$ cat config.mk
export PLATFORM = sky130hd
export DESIGN_NAME = pc_sequencer
export DESIGN_NICKNAME = d
export VERILOG_FILES = /design/src/rtl/mips_pkg.sv /design/src/rtl/ras_stack.sv /design/src/rtl/pc_sequencer.sv
export SDC_FILE = /design/constraint.sdc
export NUM_CORES = 1
export LEC_CHECK = 0
export ABC_AREA = 1
export CAP_MARGIN = 5
export CORE_ASPECT_RATIO = 1.2
export CORE_UTILIZATION = 47
export DETAILED_ROUTE_END_ITERATION = 7
export PLACE_DENSITY = 0.67
export SLEW_MARGIN = 20
export SYNTH_ARGS = -nofsm -noshare
export SYNTH_HDL_FRONTEND = slang
export SYNTH_SLANG_ARGS = --single-unit
$ cat constraint.sdc
create_clock -name clk -period 5.35 [get_ports clk]
set_input_delay 1.605 -clock clk [delete_from_list [all_inputs] [get_ports clk]]
set_output_delay 1.605 -clock clk [all_outputs]
set_load 0.1 [all_outputs]
$ cat src/rtl/mips_pkg.sv
// Shared MIPS datapath constants: PC width, sequential step, reset vector
// and the number of PC low bits that must be zero for an aligned fetch.
package mips_pkg;

   localparam int unsigned PC_W         = 32;
   localparam int unsigned STEP_BYTES   = 4;
   localparam logic [31:0] RESET_VEC    = 32'h0000_0000;
   localparam int unsigned ALIGN_BITS   = $clog2(STEP_BYTES);
   localparam int unsigned RAS_ENTRIES  = 8;

endpackage : mips_pkg

$ cat src/rtl/ras_stack.sv
// Circular return-address stack. Push writes slot top+1 and advances top;
// pop reads slot top and retreats it. Pushing while full drops the oldest entry.
module ras_stack
   import mips_pkg::*;
#(
   parameter int unsigned W     = PC_W,
   parameter int unsigned DEPTH = RAS_ENTRIES
) (
   input  logic         clk,
   input  logic         rst_n,
   input  logic         push,
   input  logic         pop,
   input  logic [W-1:0] push_data,
   output logic [W-1:0] top_data,
   output logic         empty,
   output logic         full,
   output logic         overflow
);

   localparam int unsigned PW = $clog2(DEPTH);
   localparam int unsigned CW = PW + 1;

   logic [PW-1:0] top;
   logic [PW-1:0] top_inc;
   logic [CW-1:0] count;
   logic [W-1:0]  mem [DEPTH];

   // DEPTH is a power of two, so pointer arithmetic wraps for free.
   assign top_inc  = top + 1'b1;
   assign top_data = mem[top];
   assign empty    = (count == '0);
   assign full     = (count == CW'(DEPTH));

   always_ff @(posedge clk or negedge rst_n) begin
      if (!rst_n) begin
         top      <= '0;
         count    <= '0;
         overflow <= 1'b0;
      end else if (push) begin
         top <= top_inc;
         if (full) overflow <= 1'b1;
         else      count    <= count + 1'b1;
      end else if (pop && !empty) begin
         top   <= top - 1'b1;
         count <= count - 1'b1;
      end
   end

   // Entry contents need no reset; occupancy is tracked by count alone.
   always_ff @(posedge clk) begin
      if (push) mem[top_inc] <= push_data;
   end

endmodule : ras_stack

$ cat src/rtl/pc_sequencer.sv
// Registered program counter with stall, redirect and call/return through
// an internal return-address stack; drives the instruction-memory address.
module pc_sequencer
   import mips_pkg::*;
#(
   parameter int unsigned N            = PC_W,
   parameter logic [N-1:0] STEP        = N'(STEP_BYTES),
   parameter logic [N-1:0] RESET_VECTOR = N'(RESET_VEC),
   parameter int unsigned RAS_DEPTH    = RAS_ENTRIES
) (
   input  logic         clk,
   input  logic         rst_n,
   input  logic         stall,
   input  logic         redirect_valid,
   input  logic [N-1:0] redirect_pc,
   input  logic         call,
   input  logic         ret,
   output logic [N-1:0] pc,
   output logic [N-1:0] pc_plus,
   output logic         ras_empty,
   output logic         ras_full,
   output logic         ras_overflow,
   output logic         ret_miss,
   output logic         misalign
);

   // Request semantics: there is no back-pressure. Any request present while
   // stall=0 is accepted on that rising edge; stall=1 drops every request.
   localparam logic [N-1:0] ALIGN_MASK = STEP - 1'b1;

   logic [N-1:0] pc_next;
   logic [N-1:0] ras_top;
   logic         ras_push;
   logic         ras_pop;
   logic         ret_miss_next;
   logic         misalign_next;

   assign pc_plus = pc + STEP;

   always_comb begin
      pc_next       = pc_plus;
      ras_push      = 1'b0;
      ras_pop       = 1'b0;
      ret_miss_next = 1'b0;
      misalign_next = 1'b0;
      if (stall) begin
         pc_next = pc;
      end else if (ret) begin
         // An empty stack falls back to the register target supplied by jr.
         if (!ras_empty) begin
            pc_next = ras_top;
            ras_pop = 1'b1;
         end else begin
            pc_next       = redirect_pc;
            ret_miss_next = 1'b1;
         end
      end else if (redirect_valid) begin
         pc_next       = redirect_pc & ~ALIGN_MASK;
         misalign_next = |(redirect_pc & ALIGN_MASK);
         ras_push      = call;
      end
   end

   always_ff @(posedge clk or negedge rst_n) begin
      if (!rst_n) begin
         pc       <= RESET_VECTOR;
         ret_miss <= 1'b0;
         misalign <= 1'b0;
      end else begin
         pc       <= pc_next;
         ret_miss <= ret_miss_next;
         misalign <= misalign_next;
      end
   end

   ras_stack #(
      .W     (N),
      .DEPTH (RAS_DEPTH)
   ) u_ras (
      .clk       (clk),
      .rst_n     (rst_n),
      .push      (ras_push),
      .pop       (ras_pop),
      .push_data (pc_plus),
      .top_data  (ras_top),
      .empty     (ras_empty),
      .full      (ras_full),
      .overflow  (ras_overflow)
   );

endmodule : pc_sequencer

---- After elaboration in Yosys (flattened, before gate mapping) ----
Memory sizes are Yosys's and may differ from the RTL's.
Index checks and enable logic that the tools add are counted.
cells by class
  $add $sub $neg .......................... 5
  equal/unequal tests ..................... 2
  muxes and demuxes ....................... 22
  reductions and logical operators ........ 7
operators by type and width
  operator               number
  $mux 32                3
  $add 32x3->32 const B  1
  $mux 1                 14
  $mux 4                 3
  $mux 3                 2
  $add 4x1->4 const B    1
  $eq 4x4->1 const B     1
  $logic_not 4->1        1
  $reduce_and 2->1       2
  $sub 4x1->4 const B    1
  $add 3x1->3 const B    1
  $sub 3x1->3 const B    1
  $ne 2x2->1 const B     1
  $reduce_bool 2->1      1
  $reduce_or 2->1        1
  $logic_and 1x1->1      1
  $logic_not 1->1        1
word-level totals
  bits in registers ....................... 42
  RAM bits ................................ 256
  input port bits ......................... 38
  output and inout bits ................... 69
  memories ................................ 1
memories
  memory     depth  bits a word  read ports  clocked after Yosys merged registers in  wr ports  RTL line         text
  u_ras.mem  8      32           1           0                                        1         ras_stack.sv:26  logic [W-1:0] mem [DEPTH];

---- Logic depth before layout (Yosys ltp) ----
  depth in word-level cells ............... 7
  mapped depth ............................ 13

---- By module ----
From an unflattened synthesis, not the netlist that was laid out.
second synthesis, totals
  cell total of the unflattened synthesis .. 1290
  area total of the unflattened synthesis .. 13362.8 sq um
modules (own cells, without submodules)
  module        instances  cells an instance  area each (sq um)  seq. area each (sq um)
  ras_stack     1          870                10610.2            7887.6
  pc_sequencer  1          420                2752.6             850.8

---- Least setup slack after synthesis ----
OpenSTA, ideal clock, no wires.
  path type ............................... register -> output
  start point ............................. reg pc[2]
  end point ............................... out pc_plus[9]
  data arrival time ....................... 3.842 ns
  required time ........................... 3.745 ns
  path slack .............................. -0.097 ns
  stages on the path, launching flop included .. 5
  path buffers ............................ 0
  cells stage by stage .................... dfrtp_1 -> inv_1 -> nor2_4 -> nand2_4 -> xor2_1
on the way
  word-level cells in the longest chain between the ends .. 1
ends and longest elaborated chain
  element                 RTL line            text
  from (decl)             pc_sequencer.sv:18  output logic [N-1:0] pc,
  from (signal assigned)  pc_sequencer.sv:70  pc <= pc_next;
  $add 32x3->32           pc_sequencer.sv:38  assign pc_plus = pc + STEP;
  to (decl)               pc_sequencer.sv:19  output logic [N-1:0] pc_plus,
Every way passes these cells.

---- Worst setup path in the final report ----
  start point ............................. reg pc[4]
  end point ............................... out pc_plus[7]
Same word-level chain as after synthesis.

==> out/metrics.yaml <==
worst_setup_path:
  worst-path-buf-inv: 2
  worstSetupPathType: "reg2out"
  worstSetupEndpointType: "primary output"
  slowest_delay_ps: 1180
  cp_max_fo: 9
  arrival_ps: 2870
  cp_slowest_cell: "clkdlybuf4s50_1"
  cp_cell_sequence: "nand3_1, nor2_1, xnor2_1, inv_1, clkdlybuf4s50_1"
  crit_family: "buffers and inverters"
  worst_setup_path_start_kind: "flip-flop"
  required_ps: 3740
detailed_routing:
  dr.first_iter.drc_count: 983
  routed_wl_mm: 36.8
  drt.antenna.violating_nets: 0
  route.vias.total: 9742
  post_drt_wl_per_cell_um: 20.9
  first_pass_iters: 5
  drc: 0
  post_drt_via_cell_ratio: 5.54
final_layout:
  fin_util_pct: 56.6
  fillCellCount: 2351
  drive_gt1_share_pct: 10.9
  insertedDiodeCount: 0
  synthToLayoutAreaGrowth_pct: 18.2
  fin_nets: 1398
  final_common_cell: "nand2_1"
  final_cell_mix: "nand2_1 (287), edfxtp_1 (256), nand3_1 (152)"
global_route:
  grt_max_degree: 81
  grt_pass1_vias: 9416
  antenna_found_initial: 0
  grt.total_usage_pct: 25.8
  overflow: 0
  grt_pass1_wl_mm: 56.3
timing:
  fin_skew_ps: 22.7
  drv_slew: 0
  fin_setup_tns_ps: 0
  period_needed_ps: 4480
  slew_headroom_pct: 30.2
  finalCritPeriodShare_pct: 83.7
  rsz0062_at_grt: "no"
  hold_viol_final: 0
  max_freq_mhz: 223
  tightest_slew_ps: 1040
  finalSetupViolations: 0
clock_network:
  cts_tree: "done"
  cts_made_buffers: 29
  postCtsSetupRepairBufs: 0
  cts.sinks: 298
  cts_buffer_depth: 3
  cts_resized: 0
  root_buffer: "clkbuf_16"
  postCtsHoldBufs: 0
  cts_max_level: 1
  clock_latency_ps: 560
  cts.clk_slew.worst_paths_ps: 70
synthesis:
  synth_top_area_share_pct: 57.5
  synth-seq-cells: 298
  syn_nets: 1305
  synth-seq-area-share_pct: 65.4
  synth_cell_types: 38
  synth_warnings: 0
  synthCells: 1262
  syn_avg_cell_area_um2: 10.6
  syn-cell-area_mm2: 0.0134
  netlist.top_cell.by_area: "edfxtp_1"
  synthTopCellsByArea: "edfxtp_1 (58%), nand2_1 (8.1%), dfrtp_1 (7.9%)"
die:
  row_count: 67
  die_area_mm2: 0.0291
  core_area_mm2: 0.0279
  boundaryPins: 107
  die_width_um: 156
  initial_core_util_pct: 47.9
  die_h_um: 187
job:
  cap_violations: 0
power:
  leakagePower_nw: 5.87
  p_per_area_mw_per_mm2: 634
  worst_ir_drop_vdd_mv: 0.580
hold_path:
  min_path_type: "reg2reg"
run_status:
  outcome: "complete, no violations"
place:
  finalWeightedCongestion: 0.882
  numPortBuffers: 106
  dpl.hpwl_mm: 23.3
[final timing paths]
check,startpoint,end,slack (ps),cells past startpoint
setup / recovery,pc[4]$_DFFE_PN0N_,pc_plus[7],870,5
hold / removal,u_ras.overflow$_DFFE_PN0P_,u_ras.overflow$_DFFE_PN0P_,520,1
setup reg to reg,u_ras.top[1]$_DFFE_PN0P_,u_ras.mem[6][31]$_DFFE_PP_,2180,8
hold reg to reg,u_ras.overflow$_DFFE_PN0P_,u_ras.overflow$_DFFE_PN0P_,520,1
max in group asynchronous,rst_n,u_ras.top[0]$_DFFE_PN0P_,3690,2
min in group asynchronous,rst_n,pc[20]$_DFFE_PN0N_,1160,2
[cells in the mapped netlist, drive strengths merged]
cell,count
nand2,297
a211oi,1
a21oi,27
inv,61
dfrtp,42
buf,47
a22oi,10
o21ai,98
or2,2
o221ai,22
xor2,10
o211ai,12
nor2,164
edfxtp,256
clkbuf,22
o21bai,6
nor3,3
clkinv,3
xnor2,11
nand3b,2
o22ai,4
nand4,4
nand3,153
ha,5
[where the power goes]
part / switching [W] / leakage (nW) / internal [W] / total (W)
Combinational: 0.00352 / 2.58 / 0.00104 / 0.00456
Sequential: 0.000417 / 2.82 / 0.00299 / 0.00341
Clock: 0.000856 / 0.468 / 0.00120 / 0.00205
Total: 0.00479 / 5.87 / 0.00523 / 0.0100
[cells by family after synthesis]
kind of cell | share of synthesized area (%)
AO/OA/AOI/OAI | 7.99
AND/OR/NAND/NOR | 20.0
XOR/XNOR | 1.77
adder cells (fa/ha/maj) | 0.468
buffers and inverters | 4.36
flip-flops | 65.4
[routing by layer]
| metal | GRT usage, % | up-vias | routed length (um) |
|---|---|---|---|
| li1 | - | 4575 | - |
| met1 | 35.5 | 4675 | 15300 |
| met2 | 41.7 | 422 | 17600 |
| met3 | 3.90 | 70 | 2920 |
| met4 | 8.67 | 0 | 1040 |
| met5 | 0 | - | 0 |
[sequential cells by signal, indices dropped and copies added, names as in the netlist]
signal / count
u_ras.overflow: 1
u_ras.top: 3
u_ras.count: 4
misalign: 1
ret_miss: 1
u_ras.mem: 256
pc: 32
[area by class of cell]
type | count | area (um^2) | area share [%]
flip-flops and latches | 298 | 8740 | 55.3
multi-input cells | 831 | 4120 | 26.0
repair buffers | 131 | 1260 | 8.00
clock buffers | 45 | 856 | 5.41
well taps | 379 | 474 | 3.00
inverters | 64 | 241 | 1.53
clock inverters | 9 | 111 | 0.705
[stage by stage]
stage	instance area (um^2)	power (W)	hold slack [ps]	setup WS (ps)	cells
floorplan	13400	0.00671	489	300	1262
global placement	14800	0.00798	500	1280	1703
detailed placement	14800	0.00801	511	1210	1703
CTS	15800	0.0101	528	868	1757
global route	15800	0.0105	545	764	1757
finish	15800	0.0100	521	870	1757
Power figures use the tool's default switching activity.
